$ cat config.mk
export PLATFORM = sky130hd
export DESIGN_NAME = rgb_swap_seq
export DESIGN_NICKNAME = d
export VERILOG_FILES = /design/src/rtl/rgb_swap_seq.sv
export SDC_FILE = /design/constraint.sdc
export NUM_CORES = 1
export LEC_CHECK = 0
export BUFFER_PORTS_ARGS = -buffer_cell sky130_fd_sc_hd__buf_2
export CAP_MARGIN = 10
export CORE_MARGIN = 10
export CORE_UTILIZATION = 58
export DETAILED_ROUTE_END_ITERATION = 8
export MAX_ROUTING_LAYER = met4
export PLACE_DENSITY = 0.82
export SLEW_MARGIN = 20
export SYNTH_ARGS = -nofsm -noshare
export SYNTH_HDL_FRONTEND = slang
export SYNTH_SLANG_ARGS = --single-unit
$ cat constraint.sdc
create_clock -name PixelClk -period 7.4 [get_ports PixelClk]
set_clock_uncertainty 0.2 [all_clocks]
set_input_delay 1.11 -clock PixelClk [delete_from_list [all_inputs] [get_ports PixelClk]]
set_output_delay 1.11 -clock PixelClk [all_outputs]
set_load 0.03 [all_outputs]
$ cat src/rtl/rgb_swap_seq.sv
// Purpose: frame-synchronous mode controller for the RGB channel-swap stage (request apply + auto-cycle).
// Latency: mode/mode_upd update on the edge sampling the VSync active edge (1 PixelClk after VSync goes active).
// Backpressure: req_ready drops while a captured request waits for the next frame boundary.
module rgb_swap_seq #(
  parameter logic       VS_POL     = 1'b1,
  parameter logic [1:0] RESET_MODE = 2'b00,
  parameter int         CNT_W      = 8
) (
  input  logic             PixelClk,
  input  logic             rst,
  input  logic             vid_pVSync,
  input  logic             req_valid,
  input  logic [1:0]       req_mode,
  output logic             req_ready,
  input  logic             auto_en,
  input  logic [CNT_W-1:0] frames_per_step,
  output logic [1:0]       mode,
  output logic             mode_upd,
  output logic             pending
);

  localparam logic [CNT_W-1:0] CNT_ONE = {{(CNT_W-1){1'b0}}, 1'b1};
  localparam logic [CNT_W-1:0] CNT_MAX = {CNT_W{1'b1}};

  typedef enum logic {
    IDLE = 1'b0,
    PEND = 1'b1
  } state_t;

  state_t           state, state_n;
  logic [1:0]       pend_reg, pend_reg_n;
  logic [1:0]       mode_n;
  logic             mode_upd_n;
  logic [CNT_W-1:0] cnt, cnt_n;
  logic [CNT_W-1:0] step_m1;
  logic             vs, vs_d, fb;
  logic             applied;

  // vs is 1 whenever sync is at its active level, whatever the input polarity.
  assign vs = (vid_pVSync == VS_POL);
  // Rising edge of the normalised sync; a sync held active yields a single strobe.
  assign fb = vs & ~vs_d;
  // A step length of 0 behaves like 1, so the compare threshold floors at 0.
  assign step_m1 = (frames_per_step == '0) ? '0 : (frames_per_step - CNT_ONE);

  // State register; vs_d resets to inactive so a sync already active at release counts as an edge.
  always_ff @(posedge PixelClk) begin
    if (rst) begin
      state    <= IDLE;
      pend_reg <= 2'b00;
      mode     <= RESET_MODE;
      mode_upd <= 1'b0;
      cnt      <= '0;
      vs_d     <= 1'b0;
    end else begin
      state    <= state_n;
      pend_reg <= pend_reg_n;
      mode     <= mode_n;
      mode_upd <= mode_upd_n;
      cnt      <= cnt_n;
      vs_d     <= vs;
    end
  end

  // Next-state: request capture/apply, then auto-step only at boundaries where no request applied.
  always_comb begin
    state_n    = state;
    pend_reg_n = pend_reg;
    mode_n     = mode;
    mode_upd_n = 1'b0;
    cnt_n      = cnt;
    req_ready  = 1'b0;
    pending    = 1'b0;
    applied    = 1'b0;

    case (state)
      IDLE: begin
        req_ready = 1'b1;
        // A request taken on a boundary cycle waits for the following boundary.
        if (req_valid) begin
          pend_reg_n = req_mode;
          state_n    = PEND;
        end
      end
      PEND: begin
        pending = 1'b1;
        if (fb) begin
          mode_n     = pend_reg;
          mode_upd_n = 1'b1;
          cnt_n      = '0;
          state_n    = IDLE;
          applied    = 1'b1;
        end
      end
      default: state_n = IDLE;
    endcase

    if (fb && !applied) begin
      if (!auto_en) begin
        cnt_n = '0;
      end else if (cnt >= step_m1) begin
        mode_n     = mode + 2'd1;
        mode_upd_n = 1'b1;
        cnt_n      = '0;
      end else if (cnt != CNT_MAX) begin
        cnt_n = cnt + CNT_ONE;
      end
    end
  end

endmodule

---- After elaboration in Yosys (flattened, before gate mapping) ----
Cells that the tools add are included.
Widths: inputs -> output; s select.
storage, ports and cells
  register bits after elaboration ......... 15
  logic and storage cells ................. 40
  input bits .............................. 15
  output and inout port bits .............. 5
operators by class
  add/sub/neg operators ................... 3
  bitwise operators ....................... 3
  $lt $le $gt $ge ......................... 1
  equality and inequality tests ........... 1
  reduce and logical (&&, ||, !) cells .... 4
  muxes and demuxes ....................... 22
operators with widths
  cell                 number
  $mux 8               7
  $mux 2               5
  $mux 1               9
  $add 8x1->8 const B  1
  $ge 8x8->1           1
  $logic_not 8->1      1
  $ne 8x8->1 const B   1
  $sub 8x1->8 const B  1
  $add 2x1->2 const B  1
  $not 1->1            2
  $pmux 1 s2           1
  $reduce_and 2->1     1
  $and 1x1->1          1
  $logic_and 1x1->1    1
  $logic_not 1->1      1

---- Logic depth before layout (Yosys ltp) ----
Gate-level depths: netlist of run 1.
  depth after elaboration ................. 8
  depth in mapped cells ................... 12
  gate-level depth less buffers ........... 12

---- Least setup slack after synthesis of run 1 ----
Ideal clock, no wire load.
  path type ............................... input to register
  start point ............................. in frames_per_step[0]
  end point ............................... reg cnt[2]
  setup time .............................. 0.073 ns
  slack ................................... 3.417 ns
  path buffers ............................ 0
  data required time ...................... 7.127 ns
  stages .................................. 12
  data arrival time ....................... 3.710 ns
  cell sequence ........................... inv_1 > ha_1 > nor2b_1 > nand3b_1 > or3_1 > and2_1 > ha_1 > nand2b_1 > a2111o_1 > a2111oi_4 > nor2_2 > nor3_2
between the ends
  longest elaborated chain between the ends .. 6
  elaborated cells between the ends (all ways) .. 7
  those cells by class .................... add/sub: 1; order compare: 1; mux: 4; reduce/logical: 1
ends and longest elaborated chain
  what                                                   RTL line  RTL
  from (decl)                                            16        input logic [CNT_W-1:0] frames_per_step,
  $sub 8x1->8 / $logic_not 8->1 (equally long branches)  44        assign step_m1 = (frames_per_step == '0) ? '0 : (frames_per_step - CNT_ONE);
  $mux 8 *                                               44
  $ge 8x8->1 *                                           101       end else if (cnt >= step_m1) begin
  $mux 8 *                                               101
  $mux 8 *                                               99        if (!auto_en) begin
  $mux 8 *                                               98        if (fb && !applied) begin
  to (signal assigned)                                   60        cnt <= cnt_n;
  to (decl)                                              34        logic [CNT_W-1:0] cnt, cnt_n;
Mark *: on every way between the ends. The rest lies on a longest branch, timed or not.
A chain may end at the register's enable or synchronous reset.

---- Worst setup path after layout of run 1 ----
  start point ............................. in frames_per_step[0]
  end point ............................... reg cnt[7]
Same word-level chain as after synthesis.

==> summary.txt, run 1 <==
Yosys
  – Ys flop type: dfxtp_1
  – Area leader, netlist: dfxtp_1
  – FFs w/ async S/R, synth: 0
  – Yosys top cell area share: 0.269
  – Seq cells post-synth: 15
  – Synth area leaders: dfxtp_1, ha_1, nor2_1
  – Syn Nets: 166
  – Synth warnings: 0
  – Avg Cell Area, Syn: 7.92 um^2
  – Post-synthesis sequential area ratio: 0.269
  – Cells after synthesis: 141
  – Area of the mapped netlist: 0.00112 mm^2
  – Most frequent cell after synthesis: nor2_1
  – Post-synth top cells: nor2_1, dfxtp_1, ha_1
  – Yosys cell types: 37
  – Number of enable flip-flop cells after synthesis: 0

Floorplan
  – Die Ht: 63.9 um
  – FP Rows: 15
  – Core Region: 0.00178 mm^2
  – Ports: 20
  – Horiz. Die Dim: 63.9 um
  – DIE AREA: 0.00408 mm^2
  – Initial Util: 0.627

Power
  – Pwr Density: 135 mW/mm^2
  – VDD IR max: 0.000126 V
  – P_sw: 50.9 uW
  – Combinational Power Share: 0.208
  – Clock Power Share: 0.281
  – Seq pwr share: 0.511
  – Leak: 0.545 nW
  – Int Pwr: 118 uW
  – Switch share: 0.302
  – Total Power: 169 uW

Detailed routing
  – Routed WL per cell: 13.5 um
  – DRC: 0
  – Vias: 1079
  – Detailed Route WL: 2480 um
  – Initial DRC count: 47
  – Vias/cell: 5.90
  – Antenna Violating Nets Remaining: 0
  – First-pass iteration count of the detailed router: 4

STA
  – Unrepaired setup endpoints after global routing: false
  – Slew @ Worst Pin: 580 ps
  – Period minus WS final: 4070 ps
  – Count of final setup violators: 0
  – Max-slew violations: 0
  – Final hold viol count: 0
  – Part of the cycle the worst path needs: 0.551
  – Hold Slack: 293 ps
  – Worst rel slew slack: 0.610
  – Final TNS setup: 0 ps
  – Max Fclk: 245 MHz
  – Final setup margin: 3330 ps

Worst hold path
  – Hold Path Origin: pend_reg[1]$_SDFFE_PP0P_
  – Hold path depth: 2
  – Hold Path End: pend_reg[1]$_SDFFE_PP0P_
  – Min-delay worst type: flop to flop

Setup path
  – CP Launch Type: input pin
  – Crit-path slowest cell: a2111o_1
  – CP cell instances: buf_2 > inv_1 > ha_1 > nor2b_1 > nand3b_1 > or3_1 > and2_1 > ha_1 > nand2b_1 > a2111o_1 > a2111oi_4 > nor2_2 > nor3_2
  – R2R Setup Slk: 4910 ps
  – Crit path top cell by count: ha_1
  – Beginning of the worst register-to-register path: cnt[0]$_SDFF_PP0_
  – Critical path capture point type: flop
  – Req. time, crit path: 7420 ps
  – Critical path data arrival time: 4100 ps
  – Crit Reg-Reg Endpoint: cnt[7]$_SDFF_PP0_
  – Worst Setup Path Type: input pin to flop
  – Crit-path max FO: 6
  – Max incr delay on CP: 460 ps
  – Reg2Reg Depth: 7

GRT
  – Grt ovf: 0
  – Vias in the first global route: 1012
  – First-pass GRT wire length: 4170 um
  – Global-route usage over all layers: 0.123
  – Initial antenna violation count: 0
  – Pin count of the biggest net entering global routing: 15

Clock network
  – CTS tree: yes
  – CTS Buffer Depth: 2
  – Htree depth: 1
  – Hold-fix buffers, CTS: 0
  – # resized after CTS: 0
  – Clock Latency Late Sink: 290 ps
  – Worst-path clk slew: 100 ps
  – Post-CTS Setup Bufs: 0
  – Sink Count: 15
  – Cts bufs inserted: 3
  – CTS root buffer: clkbuf_4

Finish
  – Ant. Diodes: 0
  – Reg area: 300 um^2
  – Final core occ: 0.700
  – Post-route cell area: 0.00125 mm^2
  – Number of flip-flops under the largest register name: 8
  – Fin cells: 183
  – Final nets: 184
  – Multi-input gate area: 761 um^2
  – Fill count: 158
  – Area Growth Syn to Fin: 11.8%
  – Layout cell share with drive strength beyond 1: 0.177

Status
  – Status: finished, final reports clean

Place
  – Port Buffers: 19
  – DP Cell Count: 179
  – Setup WS pre-CTS: 3060 ps
  – Area after DPL: 0.00122 mm^2
  – Placed wire-length estimate: 1970 um
  – RePlAce Congestion: 0.883

Run
  – Max-cap violations: 0
==> logic make-up after synthesis <==
| family | count (synthesis) | share of synthesized area |
|---|---|---|
| DFF | 15 | 0.269 |
| buffers and inverters | 15 | 0.0504 |
| xor gates and xnor gates | 3 | 0.0235 |
| adders and majority gates | 10 | 0.112 |
| AOI/OAI and AO/OA | 36 | 0.232 |
| muxes | 3 | 0.0269 |
| and+or+nand+nor | 59 | 0.287 |
==> routing by layer <==
layer / vias to the layer above / global-route usage / share of wire
met4: 0 / 0.0410 / 0.0093
li1: 553 / - / -
met5: - / - / 0
met1: 486 / 0.148 / 0.47
met3: 4 / 0.0296 / 0.050
met2: 36 / 0.197 / 0.47
==> cell type report <==
cell class | instances | share of cell area
multi-input combinational | 111 | 0.609
sequential | 15 | 0.240
timing repair buffer | 19 | 0.0762
inverter | 9 | 0.0271
tap | 25 | 0.0251
clock buffer | 3 | 0.0180
clock inverter | 1 | 0.00401
==> worst max-delay path: cells and delay by family <==
family          cells  cell delay, ps
simple gates        7            1490
fa+ha+maj           2             410
compound gates      2             920
buf+inv             2             160
==> power groups by stage <==
stage / Sequential (mW) / Clock [mW] / Combinational, mW
2_1_floorplan: 0.0881 / 0 / 0.0245
3_3_place_gp: 0.0879 / 0 / 0.0342
3_5_place_dp: 0.0880 / 0 / 0.0351
4_1_cts: 0.0861 / 0.0488 / 0.0352
5_1_grt: 0.0866 / 0.0525 / 0.0393
6_report: 0.0862 / 0.0474 / 0.0351
==> cell usage in the layout, fill, tap and decap left out, types with 4 or more instances in the layout <==
cell type / netlist / routed
a21oi_1: 9 / 9
a31oi_1: 8 / 8
a41oi_1: 4 / 4
buf_2: 0 / 19
dfxtp_1: 15 / 15
ha_1: 10 / 10
inv_1: 9 / 9
nand2_1: 9 / 9
nor2_1: 16 / 16
nor2b_1: 6 / 6
nor3_1: 4 / 4
o21ai_0: 5 / 5
==> worst max path at each step <==
| stage | startpoint | endpoint | slack, ps | depth (start not counted) |
|---|---|---|---|---|
| after global placement | frames_per_step[0] | cnt[7]$_SDFF_PP0_ | 3160 | 13 |
| final | frames_per_step[0] | cnt[7]$_SDFF_PP0_ | 3330 | 13 |
| after CTS | frames_per_step[0] | cnt[4]$_SDFF_PP0_ | 3350 | 13 |
| after floorplan | frames_per_step[0] | cnt[2]$_SDFF_PP0_ | 3420 | 12 |
| after detailed placement | frames_per_step[0] | cnt[5]$_SDFF_PP0_ | 3060 | 13 |
| after global routing | frames_per_step[0] | cnt[2]$_SDFF_PP0_ | 3090 | 13 |
Power figures use the tool's default switching activity.
==> inputs of run 2 (changes only) <==
- CORE_UTILIZATION: 58 -> 49
- PLACE_DENSITY: 0.82 -> 0.74
- clock period: 7.4 -> 3.3 ns (I/O delays scaled with it)
==> run 2 against run 1 <==
Flip-flop and latch count unchanged; sequential share of layout area down 2.4 points; non-clock buffer count up 13; global-route usage up 0.51 points; via count up 9.1%; final area up 11%; combinational power rose to 2.7 times the previous value; utilization down 6.6 points; total power up 130%; sequential power up 130%; die area up 12%; register-to-register slack worse by 4100 ps; critical endpoint is now cnt[2]$_SDFF_PP0_; largest power group unchanged.
==> summary.txt, run 2 (synthesis results as in run 1) <==
Worst hold path
  – Hold path depth: 2 (unchanged)
  – Hold Path Origin: vid_pVSync
  – Hold Path End: vs_d$_SDFF_PP0_
  – Min-delay worst type: input pin to flop

Finish
  – Post-route cell area: 0.00139 mm^2 (+11%)
  – Layout cell share with drive strength beyond 1: 0.269 (+0.0918)
  – Number of flip-flops under the largest register name: 8 (unchanged)
  – Final nets: 197 (+7.1%)
  – Area Growth Syn to Fin: 24.3%
  – Commonest non-fill, non-tap cells in the layout: buf_2, nor2_1, dfxtp_1
  – Most common cell after layout, fill and taps aside: buf_2
  – Ant. Diodes: 0 (unchanged)

Detailed routing
  – DRC: 0 (unchanged)
  – First-pass iteration count of the detailed router: 4 (unchanged)
  – Routed WL per cell: 14.7 um (+8.3%)
  – Initial DRC count: 45 (-4.3%)
  – Vias: 1177 (+9.1%)
  – Vias/cell: 5.91 (+0.31%)
  – Antenna Violating Nets Remaining: 0 (unchanged)
  – Detailed Route WL: 2920 um (+18%)

Setup path
  – CP Launch Type: input pin
  – Req. time, crit path: 3320 ps (-4100 ps)
  – Crit-path max FO: 4 (-2)
  – Crit Reg-Reg Endpoint: cnt[2]$_SDFF_PP0_
  – CP startpoint: frames_per_step[1]
  – Critical path data arrival time: 3290 ps (-810 ps)
  – Worst Setup Path Type: input pin to flop
  – R2R Setup Slk: 800 ps (-4110 ps)
  – Reg2Reg Depth: 8 (+1)
  – Critical path capture point type: flop
  – Beginning of the worst register-to-register path: cnt[0]$_SDFF_PP0_

Floorplan
  – Die Ht: 67.8 um (+6.0%)
  – FP Rows: 17 (+2)
  – Core Region: 0.00219 mm^2 (+23%)
  – Horiz. Die Dim: 67.8 um (+6.0%)
  – Ports: 20 (unchanged)
  – Initial Util: 0.510 (-0.117)
  – DIE AREA: 0.00459 mm^2 (+12%)

STA
  – Period minus WS final: 3260 ps
  – Hold Slack: 232 ps (-61.2 ps)
  – Part of the cycle the worst path needs: 0.989
  – Final setup margin: 36.5 ps (-3290 ps)
  – Max Fclk: 306 MHz
  – Worst rel slew slack: 0.585 (-0.0256)
  – Count of final setup violators: 0 (unchanged)
  – Max-slew violations: 0 (unchanged)
  – Slew @ Worst Pin: 622 ps (+41.6 ps)
  – Final hold viol count: 0 (unchanged)

Clock network
  – Hold-fix buffers, CTS: 0 (unchanged)
  – Cts bufs inserted: 3 (unchanged)
  – Worst-path clk slew: 100 ps (about the same)
  – Clock Latency Late Sink: 290 ps (about the same)
  – CTS Buffer Depth: 2 (unchanged)
  – CTS tree: yes
  – CTS root buffer: clkbuf_4
  – Sink Count: 15 (unchanged)
  – Htree depth: 1 (unchanged)

Power
  – Total Power: 396 uW (+130%)
  – Leak: 0.613 nW (+12%)
  – Pwr Density: 285 mW/mm^2 (+110%)
  – Combinational Power Share: 0.236 (+0.028)
  – Int Pwr: 276 uW (+130%)
  – Clock Power Share: 0.275 (-0.006)
  – Seq pwr share: 0.489 (-0.022)
  – VDD IR max: 0.000253 V (+100%)
  – Switch share: 0.303 (+0.00177)
  – P_sw: 120 uW (+140%)

Status
  – Status: finished, final reports clean

GRT
  – First-pass GRT wire length: 4530 um (+8.6%)
  – Global-route usage over all layers: 0.128 (+0.00507)
  – Initial antenna violation count: 0 (unchanged)
  – Grt ovf: 0 (unchanged)
  – Vias in the first global route: 1035 (+2.3%)
  – Pin count of the biggest net entering global routing: 15 (unchanged)

Run
  – Max-cap violations: 0 (unchanged)

Place
  – Setup WS pre-CTS: -287 ps (-3340 ps)
  – Port Buffers: 19 (unchanged)
  – RePlAce Congestion: 0.845 (-4.3%)
  – Area after DPL: 0.00125 mm^2 (+2.8%)
  – Placed wire-length estimate: 2150 um (+9.0%)
## run 2: changes by cell type in the layout (fill, tap and decap cells not counted), sizes merged
cell / previous run / this run
clkbuf: 3 / 4
clkinv: 1 / 0
buf: 19 / 32
## run 2: what timing repair did
item                       CTS  global route
buffers inserted             0            10
setup endpoints to repair    0             7
gates resized for setup      0             7
hold endpoints to repair     0             0
## run 2: critical path, stage by stage
cell and delay, ps:
buf_2 100, inv_1 90, ha_4 140, nor2b_4 140, nand3b_1 110, or3_4 360, and2_4 160, ha_1 250
nand2b_1 140, a2111o_1 470, a2111oi_4 380, buf_4 210, nor2_4 50, nor3_2 180
## run 2: worst max-delay path by stage
stage,end,slack (ps),depth (start not counted)
finish,cnt[2]$_SDFF_PP0_,40,14
global route,cnt[6]$_SDFF_PP0_,-70,14
CTS,cnt[2]$_SDFF_PP0_,10,13
detailed placement,cnt[2]$_SDFF_PP0_,-290,13
global placement,cnt[7]$_SDFF_PP0_,-120,13
floorplan,cnt[2]$_SDFF_PP0_,10,12
## run 2: power groups by stage
stage	combinational [mW]	sequential, mW	clock (mW)
after floorplan	0.0551	0.198	0
after global placement	0.0780	0.197	0
after detailed placement	0.0810	0.198	0
after CTS	0.0813	0.194	0.110
after global routing	0.106	0.195	0.120
final	0.0936	0.194	0.109
## run 2: area by class of cell
type	instances	area [um^2]
inverters	9	33.8
repair buffers	32	193
well taps	28	35.0
clock buffers	4	26.3
multi-input cells	111	801
fillers	192	802
flip-flops and latches	15	300
## run 2: per-stage QoR
stage          cells  utilization  TNS (ps)
3_3_place_gp     185        0.573      -623
5_1_grt          199        0.634      -205
2_1_floorplan    141            -         0
4_1_cts          189        0.585         0
6_report         199        0.634         0
3_5_place_dp     185        0.573     -2000
## run 2: per-layer routing
layer / track usage / wire, um / up-vias
met3: 0.0231 / 88 / 9
met5: - / 0 / -
met1: 0.160 / 1250 / 556
li1: - / - / 581
met2: 0.200 / 1510 / 31
met4: 0.0487 / 66 / 0
==> inputs of run 3 (changes only) <==
- ABC_AREA: not set -> 1
- CORE_UTILIZATION: 49 -> 50
- PLACE_DENSITY: 0.74 -> 0.75
==> run 3 against run 2 <==
Total power up 4.0%; critical path depth up 3; setup slack better by 600 ps; wire length down 9.7%; sequential share of layout area up 1.2 points; synthesized cell count up 30%; fmax up 23%; final area down 5.1%; die area up 1.2%; register-to-register slack better by 680 ps; worst hold slack worse by 9.5 ps; critical endpoint is now cnt[5]$_SDFF_PP0_; largest cell class unchanged.
==> summary.txt, run 3 <==
Detailed routing
  – Antenna Violating Nets Remaining: 0 (unchanged)
  – Routed WL per cell: 11.2 um (-24%)
  – DRC: 0 (unchanged)
  – Initial DRC count: 64 (+42%)
  – Vias/cell: 4.89 (-17%)
  – First-pass iteration count of the detailed router: 5 (+1)
  – Vias: 1149 (-2.4%)
  – Detailed Route WL: 2640 um (-9.7%)

Place
  – Port Buffers: 19 (unchanged)
  – Area after DPL: 0.00129 mm^2 (+2.8%)
  – RePlAce Congestion: 0.934 (+11%)
  – DP Cell Count: 231 (+25%)
  – Placed wire-length estimate: 2180 um (+1.4%)

Finish
  – Area Growth Syn to Fin: 13.6%
  – Commonest non-fill, non-tap cells in the layout: nand2_1, nor2_1, inv_1
  – Layout cell share with drive strength beyond 1: 0.184 (-0.0854)
  – Number of flip-flops under the largest register name: 8 (unchanged)
  – Most common cell after layout, fill and taps aside: nand2_1
  – Fin cells: 235 (+18%)
  – Ant. Diodes: 0 (unchanged)
  – Post-route cell area: 0.00132 mm^2 (-5.1%)
  – Final nets: 233 (+18%)

Setup path
  – Reg2Reg Depth: 10 (+2)
  – Critical path capture point type: flop
  – Critical path data arrival time: 2700 ps (-590 ps)
  – CP Launch Type: input pin
  – Crit-path max FO: 6 (+2)
  – Worst Setup Path Type: input pin to flop
  – Beginning of the worst register-to-register path: cnt[2]$_SDFF_PP0_
  – Crit Reg-Reg Endpoint: cnt[5]$_SDFF_PP0_
  – R2R Setup Slk: 1480 ps (+680 ps)
  – Req. time, crit path: 3340 ps (+20 ps)

Yosys
  – Post-synth top cells: nand2_1, nor2_1, inv_1, dfxtp_1, o21ai_0
  – Yosys top cell area share: 0.259 (-0.00986)
  – Synth warnings: 0 (unchanged)
  – Syn Nets: 209 (+26%)
  – Seq cells post-synth: 15 (unchanged)
  – Yosys cell types: 23 (-38%)
  – Ys flop type: dfxtp_1
  – Synth area leaders: dfxtp_1, nand2_1, ha_1
  – Number of enable flip-flop cells after synthesis: 0 (unchanged)
  – Avg Cell Area, Syn: 6.30 um^2 (-20%)
  – Most frequent cell after synthesis: nand2_1
  – Area leader, netlist: dfxtp_1
  – FFs w/ async S/R, synth: 0 (unchanged)
  – Post-synthesis sequential area ratio: 0.259 (-0.00986)
  – Area of the mapped netlist: 0.00116 mm^2 (+3.8%)
  – Cells after synthesis: 184 (+30%)

Floorplan
  – DIE AREA: 0.00465 mm^2 (+1.2%)
  – Initial Util: 0.524 (+0.0143)
  – Ports: 20 (unchanged)
  – Core Region: 0.00221 mm^2 (+0.97%)
  – Die Ht: 68.2 um (+0.61%)
  – FP Rows: 17 (unchanged)
  – Horiz. Die Dim: 68.2 um (+0.61%)

STA
  – Worst rel slew slack: 0.721 (+0.137)
  – Period minus WS final: 2660 ps (-603 ps)
  – Final TNS setup: 0 ps (unchanged)
  – Max-slew violations: 0 (unchanged)
  – Count of final setup violators: 0 (unchanged)
  – Final hold viol count: 0 (unchanged)
  – Unrepaired setup endpoints after global routing: false
  – Hold Slack: 222 ps (-9.55 ps)
  – Slew @ Worst Pin: 415 ps (-207 ps)
  – Part of the cycle the worst path needs: 0.806 (-0.183)
  – Max Fclk: 376 MHz (+23%)

Worst hold path
  – Hold path depth: 3 (+1)
  – Min-delay worst type: input pin to flop
  – Hold Path Origin: vid_pVSync
  – Hold Path End: vs_d$_SDFF_PP0_

Clock network
  – Worst-path clk slew: 100 ps (about the same)
  – Sink Count: 15 (unchanged)
  – # resized after CTS: 0 (unchanged)
  – CTS root buffer: clkbuf_4
  – Hold-fix buffers, CTS: 0 (unchanged)
  – Cts bufs inserted: 3 (unchanged)
  – CTS Buffer Depth: 2 (unchanged)
  – Htree depth: 1 (unchanged)
  – Clock Latency Late Sink: 300 ps (about the same)
  – Post-CTS Setup Bufs: 0 (unchanged)
  – CTS tree: yes

Power
  – Pwr Density: 313 mW/mm^2 (+9.6%)
  – Int Pwr: 272 uW (-1.3%)
  – P_sw: 140 uW (+16%)
  – Total Power: 412 uW (+4.0%)
  – Leak: 0.720 nW (+17%)
  – Switch share: 0.339 (+0.0355)
  – Clock Power Share: 0.280 (+0.005)
  – Seq pwr share: 0.482 (-0.007)
  – VDD IR max: 0.000294 V (+17%)
  – Combinational Power Share: 0.238 (+0.002)

GRT
  – Pin count of the biggest net entering global routing: 11 (-4)
  – Global-route usage over all layers: 0.119 (-0.00904)
  – Initial antenna violation count: 0 (unchanged)
  – Vias in the first global route: 1041 (+0.58%)
  – Grt ovf: 0 (unchanged)
  – First-pass GRT wire length: 4240 um (-6.6%)

Run
  – Max-cap violations: 0 (unchanged)

Status
  – Status: finished, final reports clean
## run 3: changes by cell type in the layout (fill, tap and decap cells not counted), moves of 5 or more
cell / before / now
nand2_1: 9 / 46
inv_1: 8 / 26
nor2_1: 16 / 32
buf_4: 13 / 0
a31oi_1: 8 / 0
nand3_1: 1 / 8
o21ai_0: 5 / 12
nor2b_1: 5 / 0
## run 3: power groups by stage
stage          registers [mW]  logic [mW]  clock network, mW
3_5_place_dp            0.203      0.0979                  0
6_report                0.198      0.0979              0.115
3_3_place_gp            0.202      0.0942                  0
2_1_floorplan           0.206      0.0646                  0
5_1_grt                 0.200       0.112              0.128
4_1_cts                 0.199      0.0986              0.117
## run 3: worst max-delay path by stage
stage                                   from           endpoint  slack, ps  cells after the start
after global routing      frames_per_step[0]  cnt[7]$_SDFF_PP0_        350                     17
after global placement    frames_per_step[0]  cnt[5]$_SDFF_PP0_        550                     17
after detailed placement  frames_per_step[0]  cnt[5]$_SDFF_PP0_        370                     17
after CTS                 frames_per_step[0]  cnt[5]$_SDFF_PP0_        660                     17
after floorplan           frames_per_step[0]  cnt[5]$_SDFF_PP0_        840                     16
final                     frames_per_step[0]  cnt[5]$_SDFF_PP0_        640                     17
## run 3: final cells by class
type / instances / area, um^2
clock buffers: 3 / 22.5
clock inverters: 1 / 5.00
fillers: 228 / 895
inverters: 28 / 108
flip-flops and latches: 15 / 300
repair buffers: 19 / 95.1
multi-input cells: 141 / 752
well taps: 28 / 35.0
## run 3: logic make-up (layout without fill, tap and decap cells)
family | Yosys count | after routing | share of synthesized area
buffers and inverters | 28 | 51 | 0.0928
multiplexers | 1 | 1 | 0.00863
adder cells (fa/ha/maj) | 10 | 10 | 0.108
XOR/XNOR | 4 | 4 | 0.0302
flip-flops | 15 | 15 | 0.259
AND/OR/NAND/NOR | 103 | 103 | 0.400
AO/OA/AOI/OAI | 23 | 23 | 0.101
## run 3: critical path: stages
cell	delay (ps)
buf_2	110
inv_1	70
ha_1	160
nand2_1	100
nor3_1	380
inv_1	150
o21ai_0	130
ha_1	270
nand2_1	80
nor2_1	50
nor2_1	70
nand2_1	50
nand2_1	70
nand3_1	90
nand2_1	200
nand2_1	120
nor2_1	100
## run 3: per-layer routing
layer	global-route usage	wire length (um)	up-vias
met4	0.0377	34	0
met2	0.205	1300	14
met5	-	0	-
met1	0.135	1240	507
li1	-	-	623
met3	0.0245	61	5
## run 3: per-stage QoR
| stage | util | setup WS (ps) |
|---|---|---|
| global placement | 0.583 | 555 |
| floorplan | - | 842 |
| CTS | 0.596 | 656 |
| global route | 0.596 | 354 |
| finish | 0.596 | 639 |
| detailed placement | 0.583 | 369 |
